**config.mk**
```make
export PLATFORM = sky130hd
export DESIGN_NAME = piece_move_sequencer
export DESIGN_NICKNAME = d
export VERILOG_FILES = /design/src/rtl/piece_move_sequencer.sv
export SDC_FILE = /design/constraint.sdc
export NUM_CORES = 1
export LEC_CHECK = 0
export BUFFER_PORTS_ARGS = -buffer_cell sky130_fd_sc_hd__buf_2
export CAP_MARGIN = 20
export CORE_ASPECT_RATIO = 1.25
export CORE_MARGIN = 1.5
export CORE_UTILIZATION = 59
export CTS_CLUSTER_DIAMETER = 80
export DETAILED_ROUTE_END_ITERATION = 8
export GPL_TIMING_DRIVEN = 0
export PLACE_DENSITY = 0.93
export SLEW_MARGIN = 20
export SYNTH_ARGS = -nofsm -noshare
export SYNTH_HDL_FRONTEND = slang
export SYNTH_SLANG_ARGS = --single-unit
```
**constraint.sdc**
```tcl
create_clock -name clk -period 4.9 [get_ports clk]
set_input_delay 0.49 -clock clk [delete_from_list [all_inputs] [get_ports clk]]
set_output_delay 0.49 -clock clk [all_outputs]
set_load 0.01 [all_outputs]
```
**src/rtl/piece_move_sequencer.sv**
```systemverilog
`default_nettype none
// ============================================================================
// piece_move_sequencer : falling-piece control FSM with one shared collision check
// Revision 1.0
// ============================================================================
module piece_move_sequencer #(
    parameter int X_ORI    = 6,
    parameter int Y_ORI    = 20,
    parameter int DROP_MAX = 24
) (
    input  logic       clk,
    input  logic       rst_n,
    input  logic       key_valid,
    input  logic [2:0] key_code,
    input  logic       tick,
    output logic       chk_req,
    output logic [3:0] chk_x,
    output logic [4:0] chk_y,
    output logic [1:0] chk_shape,
    input  logic       chk_ok,
    output logic [3:0] pos_x,
    output logic [4:0] pos_y,
    output logic       rot_cw,
    output logic       rot_ccw,
    output logic       lock_req,
    input  logic       lock_done,
    output logic       spawn,
    output logic       clear_req,
    output logic       game_over,
    output logic       busy
);

    localparam int         CNT_W = $clog2(DROP_MAX + 1);
    localparam logic [3:0] C_X0  = X_ORI[3:0];
    localparam logic [4:0] C_Y0  = Y_ORI[4:0];

    localparam logic [2:0] C_OP_TICK  = 3'd0;
    localparam logic [2:0] C_OP_DROP  = 3'd2;
    localparam logic [2:0] C_OP_CW    = 3'd3;
    localparam logic [2:0] C_OP_CCW   = 3'd4;
    localparam logic [2:0] C_OP_LEFT  = 3'd5;
    localparam logic [2:0] C_OP_RIGHT = 3'd6;

    typedef enum logic [2:0] {
        S_OVER       = 3'd0,
        S_READY      = 3'd1,
        S_ISSUE      = 3'd2,
        S_EVAL       = 3'd3,
        S_LOCK       = 3'd4,
        S_LOCK_WAIT  = 3'd5,
        S_SPAWN      = 3'd6,
        S_SPAWN_EVAL = 3'd7
    } state_t;

    state_t             state_q, state_d;
    logic [3:0]         pos_x_q, pos_x_d;
    logic [4:0]         pos_y_q, pos_y_d;
    logic [2:0]         op_q, op_d;
    logic [CNT_W-1:0]   drop_cnt_q, drop_cnt_d;
    logic               kbuf_vld_q, kbuf_vld_d;
    logic [2:0]         kbuf_code_q, kbuf_code_d;
    logic               tick_pend_q, tick_pend_d;
    logic               rot_cw_q, rot_cw_d;
    logic               rot_ccw_q, rot_ccw_d;
    logic               clear_req_q, clear_req_d;

    logic               w_key_move;
    logic               w_key_start;
    logic [3:0]         w_cand_x;
    logic [4:0]         w_cand_y;
    logic [1:0]         w_cand_shape;

    assign w_key_move  = key_valid && (key_code >= 3'd2) && (key_code <= 3'd6);
    assign w_key_start = key_valid && (key_code == 3'd1);

    // Candidate derives from the committed position, so a hard-drop step
    // re-issued from EVAL automatically targets the next row down.
    always_comb begin
        w_cand_x     = pos_x_q;
        w_cand_y     = pos_y_q;
        w_cand_shape = 2'd0;
        case (op_q)
            C_OP_CW:    w_cand_shape = 2'd1;
            C_OP_CCW:   w_cand_shape = 2'd2;
            C_OP_LEFT:  w_cand_x     = pos_x_q - 4'd1;
            C_OP_RIGHT: w_cand_x     = pos_x_q + 4'd1;
            default:    w_cand_y     = pos_y_q - 5'd1;
        endcase
    end

    always_comb begin
        state_d     = state_q;
        pos_x_d     = pos_x_q;
        pos_y_d     = pos_y_q;
        op_d        = op_q;
        drop_cnt_d  = drop_cnt_q;
        kbuf_vld_d  = kbuf_vld_q;
        kbuf_code_d = kbuf_code_q;
        tick_pend_d = tick_pend_q;
        rot_cw_d    = 1'b0;
        rot_ccw_d   = 1'b0;
        clear_req_d = 1'b0;

        if (state_q != S_OVER) begin
            tick_pend_d = tick_pend_q | tick;
            if (w_key_move && !kbuf_vld_q) begin
                kbuf_vld_d  = 1'b1;
                kbuf_code_d = key_code;
            end
        end

        case (state_q)
            S_READY: begin
                // An incoming key with an empty buffer is served directly so
                // the check request follows the key by a single cycle.
                if (kbuf_vld_q) begin
                    op_d       = kbuf_code_q;
                    kbuf_vld_d = 1'b0;
                    drop_cnt_d = '0;
                    state_d    = S_ISSUE;
                end else if (w_key_move) begin
                    op_d       = key_code;
                    kbuf_vld_d = 1'b0;
                    drop_cnt_d = '0;
                    state_d    = S_ISSUE;
                end else if (tick_pend_q) begin
                    op_d        = C_OP_TICK;
                    tick_pend_d = tick;
                    state_d     = S_ISSUE;
                end
            end
            S_ISSUE: state_d = S_EVAL;
            S_EVAL: begin
                state_d = S_READY;
                if (chk_ok) begin
                    case (op_q)
                        C_OP_CW:    rot_cw_d  = 1'b1;
                        C_OP_CCW:   rot_ccw_d = 1'b1;
                        C_OP_LEFT,
                        C_OP_RIGHT: pos_x_d   = w_cand_x;
                        C_OP_DROP: begin
                            pos_y_d    = w_cand_y;
                            drop_cnt_d = drop_cnt_q + CNT_W'(1);
                            state_d    = (drop_cnt_q < CNT_W'(DROP_MAX - 1)) ? S_ISSUE : S_LOCK;
                        end
                        default:    pos_y_d   = w_cand_y;
                    endcase
                end else if (op_q == C_OP_TICK || op_q == C_OP_DROP) begin
                    state_d = S_LOCK;
                end
            end
            S_LOCK: state_d = S_LOCK_WAIT;
            S_LOCK_WAIT: begin
                if (lock_done) begin
                    pos_x_d = C_X0;
                    pos_y_d = C_Y0;
                    state_d = S_SPAWN;
                end
            end
            S_SPAWN:      state_d = S_SPAWN_EVAL;
            S_SPAWN_EVAL: state_d = chk_ok ? S_READY : S_OVER;
            default:      state_d = S_OVER;
        endcase

        if (w_key_start) begin
            state_d     = S_SPAWN;
            pos_x_d     = C_X0;
            pos_y_d     = C_Y0;
            kbuf_vld_d  = 1'b0;
            tick_pend_d = 1'b0;
            drop_cnt_d  = '0;
            rot_cw_d    = 1'b0;
            rot_ccw_d   = 1'b0;
            clear_req_d = 1'b1;
        end
    end

    always_ff @(posedge clk or negedge rst_n) begin
        if (!rst_n) begin
            state_q     <= S_OVER;
            pos_x_q     <= C_X0;
            pos_y_q     <= C_Y0;
            op_q        <= C_OP_TICK;
            drop_cnt_q  <= '0;
            kbuf_vld_q  <= 1'b0;
            kbuf_code_q <= 3'd0;
            tick_pend_q <= 1'b0;
            rot_cw_q    <= 1'b0;
            rot_ccw_q   <= 1'b0;
            clear_req_q <= 1'b0;
        end else begin
            state_q     <= state_d;
            pos_x_q     <= pos_x_d;
            pos_y_q     <= pos_y_d;
            op_q        <= op_d;
            drop_cnt_q  <= drop_cnt_d;
            kbuf_vld_q  <= kbuf_vld_d;
            kbuf_code_q <= kbuf_code_d;
            tick_pend_q <= tick_pend_d;
            rot_cw_q    <= rot_cw_d;
            rot_ccw_q   <= rot_ccw_d;
            clear_req_q <= clear_req_d;
        end
    end

    assign chk_req   = (state_q == S_ISSUE) || (state_q == S_SPAWN);
    assign chk_x     = (state_q == S_SPAWN) ? pos_x_q : w_cand_x;
    assign chk_y     = (state_q == S_SPAWN) ? pos_y_q : w_cand_y;
    assign chk_shape = (state_q == S_SPAWN) ? 2'd0    : w_cand_shape;
    assign pos_x     = pos_x_q;
    assign pos_y     = pos_y_q;
    assign rot_cw    = rot_cw_q;
    assign rot_ccw   = rot_ccw_q;
    assign lock_req  = (state_q == S_LOCK);
    assign spawn     = (state_q == S_SPAWN);
    assign clear_req = clear_req_q;
    assign game_over = (state_q == S_OVER);
    assign busy      = (state_q != S_READY) && (state_q != S_OVER);

endmodule
`default_nettype wire

```
==> flow_metrics.env <==
export IMPL_status="complete, no violations"
export IMPL_synth_top_family_by_area="simple AND/OR/NAND/NOR gates"
export IMPL_cts_buffers=3
export IMPL_htreeDepth=1
export IMPL_layout_setup_ws_ps=1950
export IMPL_startpoint_type="flop"
export IMPL_fin_setup_tns_ps=0
export IMPL_overflow=0
export IMPL_avgViaCountPerCell=5.71
export IMPL_core_area_um2=2950
export IMPL_cts_buffer_depth=2
export IMPL_cts_tree="yes"
export IMPL_design_area_um2=2080
export IMPL_initial_core_util_pct=62.1
export IMPL_worstMarginPinSlew_ps=615
export IMPL_clock_skew_ps=5.30
export IMPL_synthArstFlopShare_pct=100
export IMPL_reg2regPathDepth=7
export IMPL_grt_pass1_vias=1378
export IMPL_synth_adder_area_share_pct=3.83
export IMPL_min_path_type="primary input to asynchronous set/reset pin"
export IMPL_crit_slowest_cell="dfrtp_1"
export IMPL_cts_resized=0
export IMPL_fp_dieW_um=52.8
export IMPL_path_class="flop to output pin"
export IMPL_detail_route_antenna_nets=0
export IMPL_place_gp_congestion=0.842
export IMPL_io_pins=37
export IMPL_placed_area_um2=2050
export IMPL_critPathCapture="chk_x[3]"
export IMPL_syn_inst=191
export IMPL_cts_sinks=28
export IMPL_clock_root_buffer="clkbuf_4"
export IMPL_cpPeakStageDelay_ps=380
export IMPL_drc=0
export IMPL_path_clk_slew_ps=140
export IMPL_dpl_hpwl_um=2690
export IMPL_synth_area_um2=1830
export IMPL_hold_viol_final=0
export IMPL_cp_required_ps=4410
export IMPL_wl_per_cell_um=13.4
export IMPL_area_growth_pct=13.6
export IMPL_r2r_start="op_q[0]$_DFFE_PN0P_"
export IMPL_fillers=252
export IMPL_power_leakage_nw=0.960
export IMPL_yosysWarnings=0
export IMPL_antennaDiodeCount=0
export IMPL_synth_compound_area_share_pct=17.9
export IMPL_drv_slew=0
export IMPL_vias=1518
export IMPL_grt_setup_unrepaired="false"
export IMPL_finalSetupViolations=0
export IMPL_grt_max_degree=29
export IMPL_insertion_delay_ps=320
export IMPL_ys_types=57
export IMPL_port_buffers=36
export IMPL_yosysMostFrequentCell="dfrtp_1"
export IMPL_synthFlopType="dfrtp_1"
export IMPL_ys_ff_latch=28
export IMPL_yosysTopAreaCell="dfrtp_1"
export IMPL_synth_edf_count=0
export IMPL_r2r_end="pos_x[3]$_DFFE_PN0P_"
export IMPL_drive_gt1_share_pct=31.7
export IMPL_track_usage_pct=23.2
export IMPL_min_period_over_period_pct=60.2
export IMPL_drt_iter0_markers=29
export IMPL_vdd_drop_max_v=0.000372
export IMPL_cp_arrival_ps=2460
export IMPL_synth_simple_area_share_pct=24.4
export IMPL_seq_area_um2=706
export IMPL_avgSynthCellArea_um2=9.57
export IMPL_path_cells="buf_4 -> nand3b_1 -> ha_1 -> and3_1 -> o32ai_1 -> nand3b_1 -> xnor2_1 -> buf_2"
export IMPL_routed_wl_um=3570
export IMPL_die_area_um2=3440
export IMPL_maxCapViolCount=0
export IMPL_yosys_mux_area_fraction_pct=6.02
export IMPL_synth_top_area_share_pct=32.9
export IMPL_syn_num_nets=205
export IMPL_synth_xor_area_share_pct=3.83
export IMPL_dr_pass1_iters=4
export IMPL_multi_input_area_um2=1020
export IMPL_fin_nets=246
export IMPL_reg2reg_slack_ps=2770
export IMPL_end_kind="output pin"
export IMPL_worstSetupStartpoint="op_q[0]$_DFFE_PN0P_"
export IMPL_ys_top_cells_by_count="dfrtp_1 (24), nand2_1 (19), nor2_1 (14), o21ai_0 (11), a21oi_1 (8)"
export IMPL_cts_hold_buf=0
export IMPL_grt_pass1_wl_um=6020
export IMPL_place_ws_ps=2320
export IMPL_slew_headroom_pct=59.0
export IMPL_synth_area_top_cells="dfrtp_1 (33%), dfstp_2 (5.7%), nand2_1 (3.9%), mux2_2 (3.7%), o21ai_0 (3.0%)"
export IMPL_fmax_ghz=0.339
export IMPL_power_density_nw_per_um2=602
export IMPL_ys_seq_area_share_pct=38.6
export IMPL_fin_crit_ps=2950
export IMPL_post_cts_setup_buffer_count=0
export IMPL_path_common_cell="nand3b_1"
export IMPL_grt_antenna_before_repair=0
export IMPL_path_max_fanout=10
export IMPL_rows=22
export IMPL_die_h_um=65.2
-- through the flow --
step	hold slack, ps	std cells	total power, W	utilization (%)
global route	186	266	0.00136	70.5
floorplan	194	191	0.000944	-
finish	159	266	0.00125	70.5
detailed placement	496	263	0.00117	69.7
global placement	488	263	0.00114	69.7
CTS	167	266	0.00126	70.5
-- sequential cells by signal, summed over array words and instances (netlist names) --
signal and cells:
rot_cw 1, pos_y 5, pos_x 4, tick_pend_q 1, kbuf_vld_q 1, state_q 3
drop_cnt_q 5, rot_ccw 1, kbuf_code_q 3, op_q 3, clear_req 1
-- routing by layer --
layer  track usage [%]  vias up  wire [um]
li1                  -      766          -
met1              28.4      711       1470
met2              39.7       35       1910
met3              3.18        6        138
met4              10.6        0         56
met5                 0        -          0
-- worst min-delay path by stage --
| stage | startpoint | end | cells past startpoint |
|---|---|---|---|
| after CTS | rst_n | pos_y[3]$_DFFE_PN0P_ | 1 |
| after global routing | rst_n | pos_y[3]$_DFFE_PN0P_ | 1 |
| after floorplan | rst_n | clear_req$_DFF_PN0_ | 0 |
| final | rst_n | pos_y[3]$_DFFE_PN0P_ | 1 |
| after global placement | pos_y[4]$_DFFE_PN1P_ | pos_y[4]$_DFFE_PN1P_ | 2 |
| after detailed placement | kbuf_code_q[0]$_DFFE_PN0P_ | kbuf_code_q[0]$_DFFE_PN0P_ | 1 |
-- report_power, final --
part | leakage (nW) | switching (W) | internal (W)
clock | 0.0138 | 0.0000624 | 0.0000288
combinational | 0.596 | 0.000410 | 0.000346
sequential | 0.351 | 0.0000788 | 0.000323
total | 0.960 | 0.000551 | 0.000698
-- cell type report --
| class | count | share of cell area (%) |
|---|---|---|
| Multi-Input combinational cell | 147 | 49.3 |
| Timing Repair Buffer | 36 | 8.68 |
| Inverter | 6 | 1.08 |
| Clock buffer | 3 | 1.08 |
| Tap cell | 36 | 2.17 |
| Sequential cell | 28 | 34.0 |
| Buffer | 10 | 3.68 |
-- layout by cell type, fill, tap and decap left out, drive strengths merged, types with 3 or more instances in the layout --
cell type  Yosys  routed
dfstp          4       4
a21o           3       3
nand2b         3       3
nor3           4       4
clkbuf         3       6
or2            5       5
nand2         20      20
nand3          6       6
nor2b          5       5
dfrtp         24      24
or3            3       3
o21ai         19      19
a31oi          3       3
buf            7      43
xor2           5       5
nand3b         3       3
a21oi          8       8
mux2           8       8
xnor2          3       3
and3           3       3
inv            6       6
nor2          14      14
ha             4       4
-- critical path: cells and delay by family (launching register included) --
kind,cells,cell delay (ps)
compound gates,1,360
xor+xnor,1,150
fa+ha+maj,1,360
buf+inv,2,310
flops,1,380
simple gates,3,590
-- cells by family (layout without fill, tap and decap cells) --
family                     after synthesis  in the layout
AOI/OAI and AO/OA                       47             47
xor gates and xnor gates                 8              8
adders and majority gates                5              5
buffers and inverters                   16             55
DFF                                     28             28
muxes                                   10             10
and+or+nand+nor                         77             77
Note: power is estimated with default switching activity, not from simulation.
